### src/rtl/wb_pkg.sv
// Shared encodings for the write-back select stage.
// Load size codes and result source indices.
package wb_pkg;

  localparam logic [1:0] LD_BYTE = 2'b00;
  localparam logic [1:0] LD_HALF = 2'b01;
  localparam logic [1:0] LD_WORD = 2'b10;

  localparam int SRC_ALU = 0;
  localparam int SRC_MEM = 1;
  localparam int SRC_PC4 = 2;
  localparam int SRC_IMM = 3;

  localparam int CNT_W = 32;

endpackage

### src/rtl/wb_load_align.sv
// Little-endian load alignment for 32-bit loads.
// Extracts byte/half lane and zero- or sign-extends.
module wb_load_align
  import wb_pkg::*;
(
  input  logic [31:0] data,
  input  logic [1:0]  size,
  input  logic        sgn,
  input  logic [1:0]  addr_lo,
  output logic [31:0] out
);

  logic [7:0]  lane_b;
  logic [15:0] lane_h;

  // Pick the addressed lane, then extend to the full word.
  always_comb begin
    lane_b = data[{addr_lo, 3'b000} +: 8];
    lane_h = addr_lo[1] ? data[31:16] : data[15:0];
    out    = data;
    unique case (1'b1)
      (size == LD_BYTE):
        out = {{24{sgn & lane_b[7]}}, lane_b};
      (size == LD_HALF):
        out = {{16{sgn & lane_h[15]}}, lane_h};
      size[1]:
        out = data;
      default:
        out = data;
    endcase
  end

endmodule

### src/rtl/wb_select_stage.sv
// Write-back select stage: picks one result source and registers it.
// Optional load alignment of source 1 under WB_LOAD_ALIGN_EN.
module wb_select_stage
  import wb_pkg::*;
#(
  parameter int DATA_W = 32,
  parameter int NSRC   = 4,
  parameter int REG_AW = 5
) (
  input  logic                   clk,
  input  logic                   rst_n,
  input  logic                   in_valid,
  input  logic                   stall,
  input  logic                   flush,
  input  logic [NSRC*DATA_W-1:0] src_data,
  input  logic [$clog2(NSRC)-1:0] src_sel,
  input  logic [REG_AW-1:0]      in_rd,
  input  logic                   in_we,
  input  logic [1:0]             ld_size,
  input  logic                   ld_signed,
  input  logic [1:0]             ld_addr_lo,
  output logic                   wb_valid,
  output logic                   wb_we,
  output logic [REG_AW-1:0]      wb_rd,
  output logic [DATA_W-1:0]      wb_data,
  output logic                   sel_err,
  output logic [CNT_W-1:0]       retire_cnt
);

  logic [DATA_W-1:0] src1;
  logic [DATA_W-1:0] sel_data;
  logic              sel_ok;

`ifdef WB_LOAD_ALIGN_EN
  wb_load_align u_align (
    .data    (src_data[SRC_MEM*DATA_W +: DATA_W]),
    .size    (ld_size),
    .sgn     (ld_signed),
    .addr_lo (ld_addr_lo),
    .out     (src1)
  );
`else
  logic unused_ld;
  assign unused_ld = ^{ld_size, ld_signed, ld_addr_lo};
  assign src1 = src_data[SRC_MEM*DATA_W +: DATA_W];
`endif

  // Source mux; out-of-range selects fall back to source 0.
  always_comb begin
    sel_data = src_data[0 +: DATA_W];
    sel_ok   = 1'b0;
    for (int k = 0; k < NSRC; k++) begin
      if (int'(src_sel) == k) begin
        sel_ok   = 1'b1;
        sel_data = (k == SRC_MEM) ? src1
                                  : src_data[k*DATA_W +: DATA_W];
      end
    end
  end

  // Stage register: flush beats stall beats capture.
  always_ff @(posedge clk or negedge rst_n) begin
    if (!rst_n) begin
      wb_valid   <= 1'b0;
      wb_we      <= 1'b0;
      wb_rd      <= '0;
      wb_data    <= '0;
      sel_err    <= 1'b0;
      retire_cnt <= '0;
    end else if (flush) begin
      wb_valid <= 1'b0;
      wb_we    <= 1'b0;
    end else if (!stall) begin
      wb_valid <= in_valid;
      wb_rd    <= in_rd;
      wb_data  <= sel_data;
      wb_we    <= in_valid & in_we & (in_rd != '0);
      if (in_valid) begin
        retire_cnt <= retire_cnt + 1'b1;
        if (!sel_ok)
          sel_err <= 1'b1;
      end
    end
  end

endmodule
### config.mk
export PLATFORM = sky130hd
export DESIGN_NAME = wb_select_stage
export DESIGN_NICKNAME = d
export VERILOG_FILES = /design/src/rtl/wb_pkg.sv /design/src/rtl/wb_load_align.sv /design/src/rtl/wb_select_stage.sv
export SDC_FILE = /design/constraint.sdc
export NUM_CORES = 1
export LEC_CHECK = 0
export ABC_AREA = 1
export ABC_CLOCK_PERIOD_IN_PS = 1850
export CELL_PAD_IN_SITES_DETAIL_PLACEMENT = 1
export CELL_PAD_IN_SITES_GLOBAL_PLACEMENT = 1
export CORE_AREA = 2 2 183 95
export CTS_CLUSTER_DIAMETER = 40
export DETAILED_ROUTE_END_ITERATION = 7
export DIE_AREA = 0 0 185 97
export HOLD_SLACK_MARGIN = 0.1
export PLACE_DENSITY_LB_ADDON = 0.1
export SLEW_MARGIN = 20
export SYNTH_ARGS = -nofsm -noshare
export SYNTH_HDL_FRONTEND = slang
export SYNTH_SLANG_ARGS = --single-unit
### constraint.sdc
create_clock -name clk -period 1.85 [get_ports clk]
set_input_delay 0.2775 -clock clk [delete_from_list [all_inputs] [get_ports clk]]
set_output_delay 0.2775 -clock clk [all_outputs]
set_load 0.05 [all_outputs]
# == Word-level counts from Yosys, hierarchy flattened ==
# Index checks and enable logic that the tools add are counted.
# Widths: inputs -> output; s select.
# totals
regBits,72
inputBits,146
wordCells,32
# op_classes
n_addsub,1
n_eq_ne,4
mux,11
n_bitwise,5
reduce_logical,5
# op_table
op,n
$mux 32,3
$add 32x1->32 const B,1
$mux 1,8
$reduce_bool 5->1,1
$eq 2x2->1 const B,2
$reduce_and 4->1,1
$not 1->1,3
$reduce_and 3->1,1
$and 1x1->1,2
$eq 2x1->1 const B,1
$logic_not 2->1,1
$ne 2x1->1 const B,1
$reduce_and 2->1,1

# == Longest topological paths before layout ==
# logic_depth
depth_word,7
ltp_mapped,10

# == Least setup slack after synthesis ==
# OpenSTA, ideal clock, no wires.
# synth_timing
path_kind,register to register
start,register retire_cnt[1]
end,register retire_cnt[24]
arrival_ns,1.681
required_ns,1.730
slack_ns,0.050
stages_incl_launch_ff,11
path_buffers,0
synth_period_minus_slack_ns,1.800
path_cell_list,dfrtp_1 > ha_1 > nand2_1 > nor2_1 > nand2_1 > nor2_1 > nand2_1 > nor2_1 > nand2_1 > nand2_1 > nand2_1
# synth_between
elab_chain_cells,1
# synth_lines
element,line_no,source
start: declaration,wb_select_stage.sv:27,output logic [CNT_W-1:0] retire_cnt
start signal: assignment,wb_select_stage.sv:79,retire_cnt <= retire_cnt + 1'b1;
$add 32x1->32,wb_select_stage.sv:79,
# No other way between the ends.
# A chain may end at the register's enable or synchronous reset.

# == Worst setup path in the final report ==
# layout_timing
start,register wb_data[26]
end,output port wb_data[26]
# layout_lines
element,line_no,source
start: declaration,wb_select_stage.sv:25,"output logic [DATA_W-1:0] wb_data,"
start signal: assignment,wb_select_stage.sv:76,wb_data <= sel_data;
# No word-level cell between the ends.

==> results by group <==
STA
  – Setup_tns: 0 ns
  – Tmin final: 1.80 ns
  – Skew final: around 0.0059 ns
  – RSZ-0062 raised after global routing: false
  – Hold slack: 0.381 ns
  – Pins Over Slew Limit: 0
  – Worst slew margin: 0.635
  – Worst-margin pin slew: 0.546 ns
  – Final WS setup: 0.0473 ns
  – Final setup fails: 0
  – Fmax: 555 MHz
  – Hold Vio Cnt, Final: 0
  – Tcrit/Tclk final: 0.974

Pwr
  – PwrDens: around 800 nW/um^2
  – Peak supply drop: 0.383 mV
  – Total power: slightly below 0.006 W
  – Leakage: around 3.4 nW

CTS
  – Maximum clock path buffer count: 2
  – Later-pin clock latency in the skew report: around 0.34 ns
  – Clock Sinks: 72
  – H-tree levels: 3
  – CTS tree: done
  – Clock tree root buffer cell: clkbuf_16
  – Worst-path clk slew: 0.06 ns
  – Total CTS buffers: 9
  – Post-CTS Setup Bufs: 0

Die
  – Die Y: 97 um
  – Die W: roughly 190 um
  – Die area: 17900 um^2
  – Core area: between 15000 and 20000 um^2
  – # rows: 33
  – # IOs: 218
  – Initial Util: 0.277

Synthesis
  – Avg Inst Size Synth: slightly above 7 um^2
  – Post-synthesis net count: 774
  – FF+latch count, synth: 72
  – Cell Area, Synth: between 4000 and 5000 um^2
  – Compound-Gate Fraction of Synth Area: 0.0794
  – Netlist cell types: 25
  – Yosys warning count: 0
  – Post-synthesis mux area share: 0
  – Seq/Total Area, Yosys: 0.401
  – Simple-Gate Fraction of Synth Area: 0.400
  – Synth Area in XOR/XNOR: 0.0429
  – Largest family of logic cells by synthesized area: simple AND/OR/NAND/NOR gates
  – Adder-Cell Fraction of Synth Area: 0.00279
  – Post-Syn Instances: 627

Finish
  – Nets: ~1000
  – Layout cell share with drive strength beyond 1: 0.147
  – Diodes inserted: 0
  – Final core occ: 0.447
  – Area Growth Syn to Fin: 61.2%

Worst setup path
  – CP cell instances: clkdlybuf4s50_1
  – Setup crit start kind: flop
  – CP Capture Type: output port
  – Kind of cell adding the most delay to the critical path: buffers and inverters
  – Worst path slowest cell: clkdlybuf4s50_1
  – Worst EP arrival: 1.53 ns
  – Worst Path Required: 1.57 ns
  – Crit path kind: reg -> out
  – Critical Path Fanout Max: 2
  – Worst path bufs/invs: 1
  – Delay of the slowest critical-path stage: 0.84 ns

GRT
  – Largest net degree at the start of global routing: 45
  – Vias in the first global route: about 5000
  – Global Route Usage Sum: 0.185
  – Initial antenna violation count: 0
  – Total grt overflow: 0
  – First-pass GRT wire length: 26100 um

Worst hold path
  – Hold Crit Class: reg -> reg

Routing
  – Post-Route WL: about 16000 um
  – Antenna-violating nets left: 0
  – First drt pass iteration count: 4
  – Via count: about 4900
  – Routed wire per std cell: 15.1 um
  – DRT iter0 DRCs: 173
  – DRC errors left: 0
  – Via density: approximately 4.5

Placed design
  – Post-place setup slack: -0.0224 ns
  – Final HPWL DP: between 10000 and 15000 um
  – GPL Wtd Cong: 0.791
  – Port Buffer Count: 212

Flow run
  – Number of max-cap violations: 0

Outcome
  – Status: completed
## kinds of logic after synthesis
group / after synthesis
buf+inv: 69
compound gates: 35
xor+xnor: 22
flops: 72
fa+ha+maj: 1
simple gates: 428
## area by class of cell
cell class / instances / area, um^2
Inverter: 32 / 120
Timing Repair Buffer: 251 / 2350
Multi-Input combinational cell: 486 / 2370
Sequential cell: 72 / 1800
Clock inverter: 6 / 85.1
Tap cell: 227 / 284
Fill cell: 2003 / 8950
Clock buffer: 9 / 225
## cell usage in the layout, fill, tap and decap left out, types with 4 or more instances in the layout
master	synthesis	layout
xnor2_1	13	13
dfrtp_1	72	72
buf_12	0	4
o211ai_1	12	12
clkbuf_16	0	9
nand4_1	5	5
o211ai_2	20	20
clkdlybuf4s50_1	0	167
nor2_1	41	40
buf_4	2	78
xor2_1	9	9
inv_1	30	30
nand2_1	250	249
nand3_1	122	122
## cell usage after synthesis
master / number / area share
nand2_1: 250 / 0.21
o21ai_0: 2 / 0.0022
or2_1: 1 / 0.0014
dfrtp_1: 72 / 0.40
buf_2: 8 / 0.0089
nor2_2: 2 / 0.0028
clkbuf_1: 17 / 0.014
nor2_1: 41 / 0.034
buf_1: 3 / 0.0025
ha_1: 1 / 0.0028
nand2_2: 1 / 0.0014
inv_1: 30 / 0.025
nand3_1: 122 / 0.14
buf_6: 7 / 0.018
o22ai_1: 1 / 0.0014
o211ai_1: 12 / 0.020
nor4_1: 2 / 0.0028
o211ai_2: 20 / 0.056
nand4_1: 5 / 0.0070
xor2_1: 9 / 0.018
nand3b_1: 2 / 0.0033
buf_4: 2 / 0.0033
xnor2_1: 13 / 0.025
nor3_1: 2 / 0.0022
inv_2: 2 / 0.0017
## per-stage QoR
| stage | cell area [um^2] | std cells |
|---|---|---|
| 4_1_cts | 7230 | 1083 |
| 5_1_grt | 7240 | 1083 |
| 6_report | 7240 | 1083 |
| 3_3_place_gp | 6910 | 1067 |
| 2_1_floorplan | 4490 | 627 |
| 3_5_place_dp | 6910 | 1067 |
## where the power goes
group | leakage (nW) | internal [W] | switching (W)
logic | 2.35 | 0.000784 | 0.00122
clock network | 0.147 | 0.00117 | 0.000689
registers | 0.929 | 0.00176 | 0.000154
## metal layers
layer  vias up  track usage  routed length, um
li1       2486            -                  -
met1      2234        0.225               7140
met2       121        0.312               7810
met3        23       0.0553               1030
met4         0       0.0617                348
met5         -            0                  0
## flip-flops by register name (all words and copies together), names as in the netlist
signal and flops:
retire_cnt 32, sel_err 1, wb_data 32, wb_rd 5
wb_valid 1, wb_we 1
## worst paths after layout
kind | from | to | slack, ns | cells past startpoint
min in group asynchronous | rst_n | wb_data[1] | 0.40 | 2
setup / recovery | wb_data[26] | wb_data[26] | 0.05 | 1
hold reg to reg | sel_err | sel_err | 0.38 | 0
max in group asynchronous | rst_n | retire_cnt[27] | 0.91 | 3
setup reg to reg | retire_cnt[1] | retire_cnt[20] | 0.21 | 9
hold / removal | sel_err | sel_err | 0.38 | 0
## timing repair
action / CTS / global route
hold buffers: 1 / 0
setup endpoints to repair: 0 / 1
resized for setup: 0 / 1
hold endpoints to repair: 22 / 0
Note: power is estimated with default switching activity, not from simulation.
==> RTL change: new RTL, same flow settings <==
Add a define of `WB_LOAD_ALIGN_EN`.
--- a/src/rtl/wb_select_stage.sv
+++ b/src/rtl/wb_select_stage.sv
@@ -1,5 +1,7 @@
 // Write-back select stage: picks one result source and registers it.
 // Optional load alignment of source 1 under WB_LOAD_ALIGN_EN.
+`define WB_LOAD_ALIGN_EN
+
 module wb_select_stage
   import wb_pkg::*;
 #(
Function: changed (Yosys sat finds a counterexample within 4 cycles, from zero or initial values and one cycle with rst_n low).
==> RTL change against the unedited design <==
  * Synthesized cell count increased by 10%
  * Critical path depth unchanged
  * Cell area increased by 10%
  * Clock skew increased by 0.00052 ns
  * Worst setup slack got worse by 0.0062 ns
  * Routed wire length increased by 28%
  * Total power increased by 7.2%
  * Largest power group unchanged
  * Critical path type unchanged
  * Area after synthesis increased by 5.0%
  * Maximum frequency decreased by 0.34%
  * Sequential cell count unchanged
  * First-iteration DRC count increased by 45%
  * Register-to-register slack got worse by 0.05 ns
==> RTL change: results (changes against the unedited design) <==
stage,metric,value,unit,change
status,status,finished clean,,
global_routing,all-layer global routing usage,0.236,,+0.0507
routing,DR iter-0 viols,251,,+45%
pwr,PwrDens,777,mW/mm^2,-2.6%
critical_path,CP max stage delay,0.82,ns,-0.02 ns
timing,Max transition margin,0.625,,-0.00983
synth,Synth Instances,690,,+10%
synth,Synth Area in Compound Gates,0.139,,+0.0597
global_routing,met2 Usage GRT,0.428,,+0.115
synth,post-synthesis xor/xnor area fraction,0.0483,,+0.00539
synth,synth top area cells,"dfrtp_1, nand2_1, nor2_1, a21oi_1, inv_1",,
final_layout,share of cells above drive strength 1,0.168,,+0.0208
critical_path,R2R setup slack,0.16,ns,-0.05 ns
routing,drt wl/cell,17.4,um,+15%
pwr,Leak,3.76,nW,+9.8%
placed_design,detailed placement HPWL,16600,um,+29%
global_routing,GR Util met1,0.290,,+0.0652
pwr,sw frac,0.366,,+0.00923
pwr,Combinational Power,0.00226,W,+13%
routing,routed wl met3,813,um,-21%
timing,Worst Skew,0.00643,ns,+0.000516 ns
global_routing,largest net degree at the start of global routing,32,,-29%
synth,synth warn,0,,unchanged
placed_design,gpl congestion,0.889,,+12%
global_routing,initial antenna violation count,1,,+1
routing,met2 wire len,10600,um,+36%
global_routing,first-pass GRT wire length,32800,um,+25%
synth,sequential area share after synthesis,0.382,,-0.0191
critical_path,critical path capture point,wb_data[29],,
routing,routed via count,5709,,+17%
pwr,worst vdd ir,0.000547,V,+43%
final_layout,nets,1118,,+12%
global_routing,vias in the first global route,6030,,+19%
synth,most common library cells after synthesis,"nand2_1, nor2_1, dfrtp_1, inv_1, a21oi_1",,
synth,Synthesized Nets,837,,+8.1%
synth,Synth Area in Adders,0.00265,,-0.000132
synth,"Distinct cells, synth",33,,+32%
critical_path,Reg-to-Reg End,retire_cnt[24]$_DFFE_PN0P_,,
routing,final WL,20900,um,+28%
cts,H-tree depth,3,,unchanged
placed_design,Buffers on Ports,217,,+2.4%
global_routing,grt met3 use,0.0403,,-0.0151
critical_path,Crit. Startpoint,wb_data[29]$_DFFE_PN0P_,,
routing,M1 WL,9230,um,+29%
cts,post_cts resized,4,,+4
cts,Post-CTS Setup Repair Bufs,0,,unchanged
RTL change: cell types whose count changed after synthesis, moves of 12 or more:
cell and delta:
a21oi_1 +45, a221oi_1 +19, inv_1 +23, nand2_1 -16, nand3_1 -103, nor2_1 +59, o211ai_1 -12, o211ai_2 -20
o21ai_0 +22
RTL change: metrics by stage:
stage | area [sq um] | worst slack [ns] | hold slack, ns
floorplan | 4720 | 0.0121 | -0.0181
detailed placement | 7610 | -0.165 | 0.266
global placement | 7610 | -0.150 | 0.266
CTS | 7950 | 0.0205 | 0.380
global route | 7970 | 0.0111 | 0.388
finish | 7970 | 0.0410 | 0.375
RTL change: layout make-up:
cell class / count / area, sq um
multi-input combinational: 534 / 2580
clock inverter: 4 / 76.3
fill: 2051 / 8220
antenna: 1 / 2.50
tap: 227 / 284
sequential: 72 / 1800
timing repair buffer: 298 / 2750
inverter: 56 / 210
clock buffer: 12 / 256
